==> config.mk <==
export PLATFORM = sky130hd
export DESIGN_NAME = led_vu_meter
export DESIGN_NICKNAME = d
export VERILOG_FILES = /design/src/rtl/led_vu_meter.sv
export SDC_FILE = /design/constraint.sdc
export NUM_CORES = 1
export LEC_CHECK = 0
export CAP_MARGIN = 30
export CELL_PAD_IN_SITES_DETAIL_PLACEMENT = 1
export CELL_PAD_IN_SITES_GLOBAL_PLACEMENT = 2
export CORE_UTILIZATION = 36
export DETAILED_ROUTE_END_ITERATION = 8
export PLACE_DENSITY_LB_ADDON = 0.1
export SLEW_MARGIN = 20
export SYNTH_ARGS = -nofsm -noshare
export SYNTH_HDL_FRONTEND = slang
export SYNTH_SLANG_ARGS = --single-unit
export TNS_END_PERCENT = 30
==> constraint.sdc <==
create_clock -name clk -period 5.8 [get_ports clk]
set_clock_uncertainty 0.05 [all_clocks]
set_input_delay 1.16 -clock clk [delete_from_list [all_inputs] [get_ports clk]]
set_output_delay 1.16 -clock clk [all_outputs]
set_load 0.1 [all_outputs]
==> src/rtl/led_vu_meter.sv <==
// Stereo peak meter: takes the equalizer output samples and drives the board LEDs
// as a log-scale bar graph with peak hold, exponential decay and a clip indicator.
module led_vu_meter #(
    parameter int HOLD_SAMPLES = 2048,
    parameter int DECAY_SHIFT  = 6,
    parameter int CLIP_HOLD    = 4096
) (
    input  logic        clk,
    input  logic        rst,
    input  logic        valid,
    input  logic [15:0] lft_out,
    input  logic [15:0] rht_out,
    input  logic        en,
    output logic [7:0]  LED,
    output logic        clip
);

    localparam int CNT_MAX = (HOLD_SAMPLES > CLIP_HOLD) ? HOLD_SAMPLES : CLIP_HOLD;
    localparam int CW      = $clog2(CNT_MAX) + 1;

    typedef enum logic [1:0] {
        IDLE  = 2'd0,
        HOLD  = 2'd1,
        DECAY = 2'd2
    } state_t;

    state_t          state;
    state_t          state_next;
    logic [14:0]     peak;
    logic [14:0]     peak_next;
    logic [CW-1:0]   hold_cnt;
    logic [CW-1:0]   hold_next;
    logic [CW-1:0]   clip_cnt;
    logic [CW-1:0]   clip_next;

    logic            s1_vld;
    logic [14:0]     mag_l;
    logic [14:0]     mag_r;
    logic            sat_flag;

    logic [14:0]     mag;
    logic [14:0]     dec;
    logic [14:0]     diff;
    logic [7:0]      led_next;
    logic            clip_flag_next;

    logic            clear;

    assign clear = rst || !en;

    // Magnitude of a two's complement sample; the most negative code saturates.
    function automatic logic [14:0] magnitude(input logic [15:0] s);
        logic [15:0] neg;
        neg = -s;
        if (s == 16'h8000)
            return 15'h7FFF;
        else if (s[15])
            return neg[14:0];
        else
            return s[14:0];
    endfunction

    function automatic logic is_full_scale(input logic [15:0] s);
        return (s == 16'h7FFF) || (s == 16'h8000);
    endfunction

    // Stage 1: rectify both channels and flag full-scale samples.
    always_ff @(posedge clk) begin
        if (clear) begin
            s1_vld   <= 1'b0;
            mag_l    <= '0;
            mag_r    <= '0;
            sat_flag <= 1'b0;
        end else begin
            s1_vld <= valid;
            if (valid) begin
                mag_l    <= magnitude(lft_out);
                mag_r    <= magnitude(rht_out);
                sat_flag <= is_full_scale(lft_out) || is_full_scale(rht_out);
            end
        end
    end

    // Stage 2 state: peak FSM, hold/clip timers and the registered LED outputs.
    always_ff @(posedge clk) begin
        if (clear) begin
            state    <= IDLE;
            peak     <= '0;
            hold_cnt <= '0;
            clip_cnt <= '0;
            LED      <= 8'h00;
            clip     <= 1'b0;
        end else begin
            state    <= state_next;
            peak     <= peak_next;
            hold_cnt <= hold_next;
            clip_cnt <= clip_next;
            LED      <= led_next;
            clip     <= clip_flag_next;
        end
    end

    always_comb begin
        state_next = state;
        peak_next  = peak;
        hold_next  = hold_cnt;
        clip_next  = clip_cnt;

        mag  = (mag_l > mag_r) ? mag_l : mag_r;
        dec  = peak >> DECAY_SHIFT;
        if (dec == 15'd0 && peak != 15'd0)
            dec = 15'd1;
        diff = peak - dec;

        if (s1_vld) begin
            if (sat_flag)
                clip_next = CW'(CLIP_HOLD);
            else if (clip_cnt != '0)
                clip_next = clip_cnt - CW'(1);

            // Attack is instantaneous; equality is deliberately not an attack.
            if (mag > peak) begin
                peak_next  = mag;
                hold_next  = CW'(HOLD_SAMPLES - 1);
                state_next = HOLD;
            end else begin
                case (state)
                    HOLD: begin
                        if (hold_cnt != '0)
                            hold_next = hold_cnt - CW'(1);
                        else
                            state_next = DECAY;
                    end
                    DECAY: begin
                        peak_next = (diff > mag) ? diff : mag;
                        if (peak_next == 15'd0)
                            state_next = IDLE;
                    end
                    default: state_next = IDLE;
                endcase
            end
        end
    end

    // Thermometer bar from the updated peak; the top LED doubles as clip indicator.
    always_comb begin
        led_next = 8'h00;
        for (int k = 0; k < 8; k++)
            led_next[k] = ({1'b0, peak_next} >= (16'd128 << k));
        clip_flag_next = (clip_next != '0);
        if (clip_flag_next)
            led_next[7] = 1'b1;
    end

endmodule

==> flow_metrics.py <==
metrics = {
    "cts": {
        "numClockSinks": 84,
        "cts-root-buf": "clkbuf_16",
        "clock_insertion_delay_worst_skew_ns": 0.36,
        "htreeDepth": 3,
        "cts_tree": "yes",
        "clockBufferDepth": 2,
        "cts_buffers": 9,
        "clk_pin_slew_worst_paths_ns": 0.08,
    },
    "drt": {
        "drc": 0,
        "viasPerCell": 5.75,
        "vias": 6094,
        "dr.first_iter.drc_count": 251,
        "wl_per_cell_um": 19.2,
        "ant_nets": 0,
        "wirelength_mm": 20.3,
        "first_pass_iters": 4,
    },
    "sta": {
        "worst_pin_slew_ns": 0.970,
        "max_slew_margin_pct": 35.2,
        "finalMaxSlewViolations": 0,
        "min_period_over_period_pct": 96.8,
        "rsz0062_at_grt": "false",
        "fmax_mhz": 178,
        "tns_ns": 0,
        "hold_slack_ns": 0.450,
        "setup_viol": 0,
        "hold_viol": 0,
        "min_period_ns": 5.61,
    },
    "global_route": {
        "grt-ovfl-total": 0,
        "first_global_vias": 6387,
        "grt_max_degree": 46,
        "track_usage_pct": 23.2,
        "antenna_found_initial": 0,
        "grt_pass1_wl_mm": 32.9,
    },
    "placed_design": {
        "io_buffers": 44,
        "gp_congestion": 0.910,
        "dp_hpwl_mm": 16.0,
    },
    "logic_synthesis": {
        "synth_area_um2": 6340,
        "syn_nets": 883,
        "synth-edff-count": 0,
        "netlist_top_cells_area": "dfxtp_1 (27%), ha_1 (12%), a21oi_1 (4.8%)",
        "yosys_warnings": 0,
        "synth_cells": 786,
        "synth_cell_type_count": 77,
        "synth_top_cell_by_area": "dfxtp_1",
        "synth_top_flop_cell": "dfxtp_1",
        "postSynthAreaPerCell_um2": 8.06,
        "async_reset_ff_share_pct": 0,
        "synth_top_area_share_pct": 26.5,
        "ys_seq_area_share_pct": 26.5,
        "synth_seq_cells": 84,
    },
    "floorplan": {
        "core_area_um2": 17200,
        "die_y_um": 135,
        "die_area_um2": 18100,
        "start_util_pct": 36.8,
        "dieWidth_um": 135,
        "ios": 45,
        "row_count": 48,
    },
    "worst_setup_path": {
        "ff2ff_path_depth": 20,
        "required_ns": 6.03,
        "reg2reg_slack_ns": 0.19,
        "crit_path_start_kind": "register",
        "startpoint": "peak[11]$_SDFF_PP0_",
        "slowest_stage": "or4_4",
        "max_stage_delay_ns": 0.54,
        "reg2reg_from": "peak[11]$_SDFF_PP0_",
        "worstPathMaxFanout": 13,
        "critPathCaptureType": "register",
        "path_class": "register to register",
        "crit_arrival_ns": 5.84,
        "crit_chain": "or4_4 -> o41ai_2 -> ha_1 -> inv_1 -> fa_1 -> a21o_1 -> and4_1 -> o211a_1 -> nor4_2 -> xnor2_1 -> inv_1 -> ha_1 -> nand4_1 -> a21oi_1 -> o21ai_2 -> buf_4 -> or4_1 -> o21ai_1 -> nor3b_2 -> a41oi_1",
        "cp-endpoint": "LED[0]$_SDFF_PP0_",
        "r2r_end": "LED[0]$_SDFF_PP0_",
    },
    "pwr": {
        "irDropWorstVdd_mv": 0.164,
        "p_per_area_nw_per_um2": 283,
        "leakagePower_nw": 2.91,
    },
    "layout": {
        "fin_nets": 926,
        "multi_input_area_um2": 4310,
        "diodes": 0,
        "fillers": 2065,
        "synthToLayoutAreaGrowth_pct": 17.5,
        "ff_latch_area_um2": 1680,
        "drive_gt1_share_pct": 8.75,
    },
    "min_path": {
        "worst_hold_path_type": "register to register",
    },
    "flow_run": {
        "maxCapViolations": 0,
    },
    "status": {
        "status": "finished, final reports clean",
    },
}
==> where the power goes <==
group / switching (mW) / internal, mW
Sequential: 0.0229 / 0.601
Clock: 0.282 / 0.346
Combinational: 0.542 / 0.317
==> stage by stage <==
stage                     power (mW)  std cells  util [%]  cell area (um^2)  setup WS (ns)
after floorplan                 1.20        786         -              6340          0.690
after global placement          1.43       1041      40.9              7050          0.224
after detailed placement        1.46       1041      40.9              7050         0.0706
after CTS                       2.09       1057      42.7              7360         0.0380
after global routing            2.22       1059      43.2              7450        0.00156
final                           2.11       1059      43.2              7450          0.188
==> sequential cells by signal (all words and copies together) (netlist names), 2 cells and up <==
| register | cells |
|---|---|
| LED | 8 |
| clip_cnt | 13 |
| hold_cnt | 13 |
| mag_l | 15 |
| mag_r | 15 |
| peak | 15 |
| state | 2 |
==> layer usage <==
layer / share of wire [%] / up-vias / GRT usage, %
met1: 45 / 2967 / 28.2
met3: 3.0 / 33 / 3.04
met4: 2.1 / 0 / 8.11
li1: - / 2979 / -
met2: 50 / 115 / 41.9
met5: 0 / - / 0
==> Yosys cell counts, types with 3 or more instances <==
cell type / number
dfxtp_1: 84
inv_1: 73
a21oi_1: 61
ha_1: 60
nor2_1: 55
o21ai_0: 49
nand2_1: 45
xnor2_1: 34
nor3_1: 24
clkbuf_1: 21
nand4_1: 21
xor2_1: 19
a211oi_1: 16
a31oi_1: 15
mux2i_1: 15
nor4_1: 15
nand2b_1: 14
nand3_1: 14
and2_1: 9
o21a_1: 9
o31ai_1: 8
o211ai_1: 7
o221a_2: 7
o22ai_1: 7
or3_1: 7
or4_1: 5
nand3b_1: 4
nor2b_1: 4
o221ai_1: 4
a2111o_1: 3
a21o_1: 3
a221oi_2: 3
a41oi_1: 3
and4_1: 3
buf_2: 3
o21ai_1: 3
or2_2: 3
==> worst max-delay path: cells and delay by family (launching register included) <==
kind                     cells  cell delay, ns
adder cells (fa/ha/maj)      3            0.95
AND/OR/NAND/NOR              6            1.89
buffers and inverters        3            0.36
AO/OA/AOI/OAI                7            1.69
flip-flops                   1            0.36
XOR/XNOR                     1            0.22
==> worst min-delay path by stage <==
stage,to,slack [ns],cells after the start,from
final,hold_cnt[12]$_SDFFE_PP0P_,0.45,1,hold_cnt[12]$_SDFFE_PP0P_
after global routing,hold_cnt[12]$_SDFFE_PP0P_,0.46,1,hold_cnt[12]$_SDFFE_PP0P_
after CTS,hold_cnt[12]$_SDFFE_PP0P_,0.45,1,hold_cnt[12]$_SDFFE_PP0P_
after detailed placement,hold_cnt[12]$_SDFFE_PP0P_,0.44,1,hold_cnt[12]$_SDFFE_PP0P_
after global placement,hold_cnt[12]$_SDFFE_PP0P_,0.42,1,hold_cnt[12]$_SDFFE_PP0P_
after floorplan,mag_r[14]$_SDFFE_PP0P_,0.41,2,mag_r[14]$_SDFFE_PP0P_
==> final cells by class <==
type	instances	area share, %
multi-input cells	600	57.9
repair buffers	61	7.89
well taps	225	3.78
inverters	73	3.68
clock buffers	9	3.02
clock inverters	7	1.19
flip-flops and latches	84	22.6
==> placed cells by master (no fill, tap or decap), types with 8 or more instances in the layout <==
cell type / netlist / layout
inv_1: 73 / 73
clkbuf_16: 0 / 9
a211oi_1: 16 / 15
o31ai_1: 8 / 8
xor2_1: 19 / 19
nand2_1: 45 / 45
nand2b_1: 14 / 13
nor4_1: 15 / 12
mux2i_1: 15 / 15
nor2_1: 55 / 55
nor3_1: 24 / 23
xnor2_1: 34 / 33
a21oi_1: 61 / 60
and2_1: 9 / 9
ha_1: 60 / 60
o21ai_0: 49 / 49
dfxtp_1: 84 / 84
buf_4: 2 / 16
clkdlybuf4s50_1: 0 / 44
nand4_1: 21 / 21
o21a_1: 9 / 9
nand3_1: 14 / 14
a31oi_1: 15 / 15
==> what timing repair did <==
| item | 4_1_cts | 5_1_grt |
|---|---|---|
| hold endpoints to repair | 0 | 0 |
| setup buffers | 0 | 1 |
| hold buffers | 0 | 0 |
| setup endpoints to repair | 0 | 18 |
| gates resized for setup | 0 | 9 |
==> cell families (layout without fill, tap and decap cells) <==
family          count (synthesis)  after routing  share of synthesized area [%]
simple gates                  240            240                           20.5
compound gates                230            230                           24.6
buf+inv                       102            150                           6.34
flops                          84             84                           26.5
fa+ha+maj                      61             61                           12.2
xor+xnor                       53             53                           7.32
mux                            16             16                           2.55
Power figures use the tool's default switching activity.
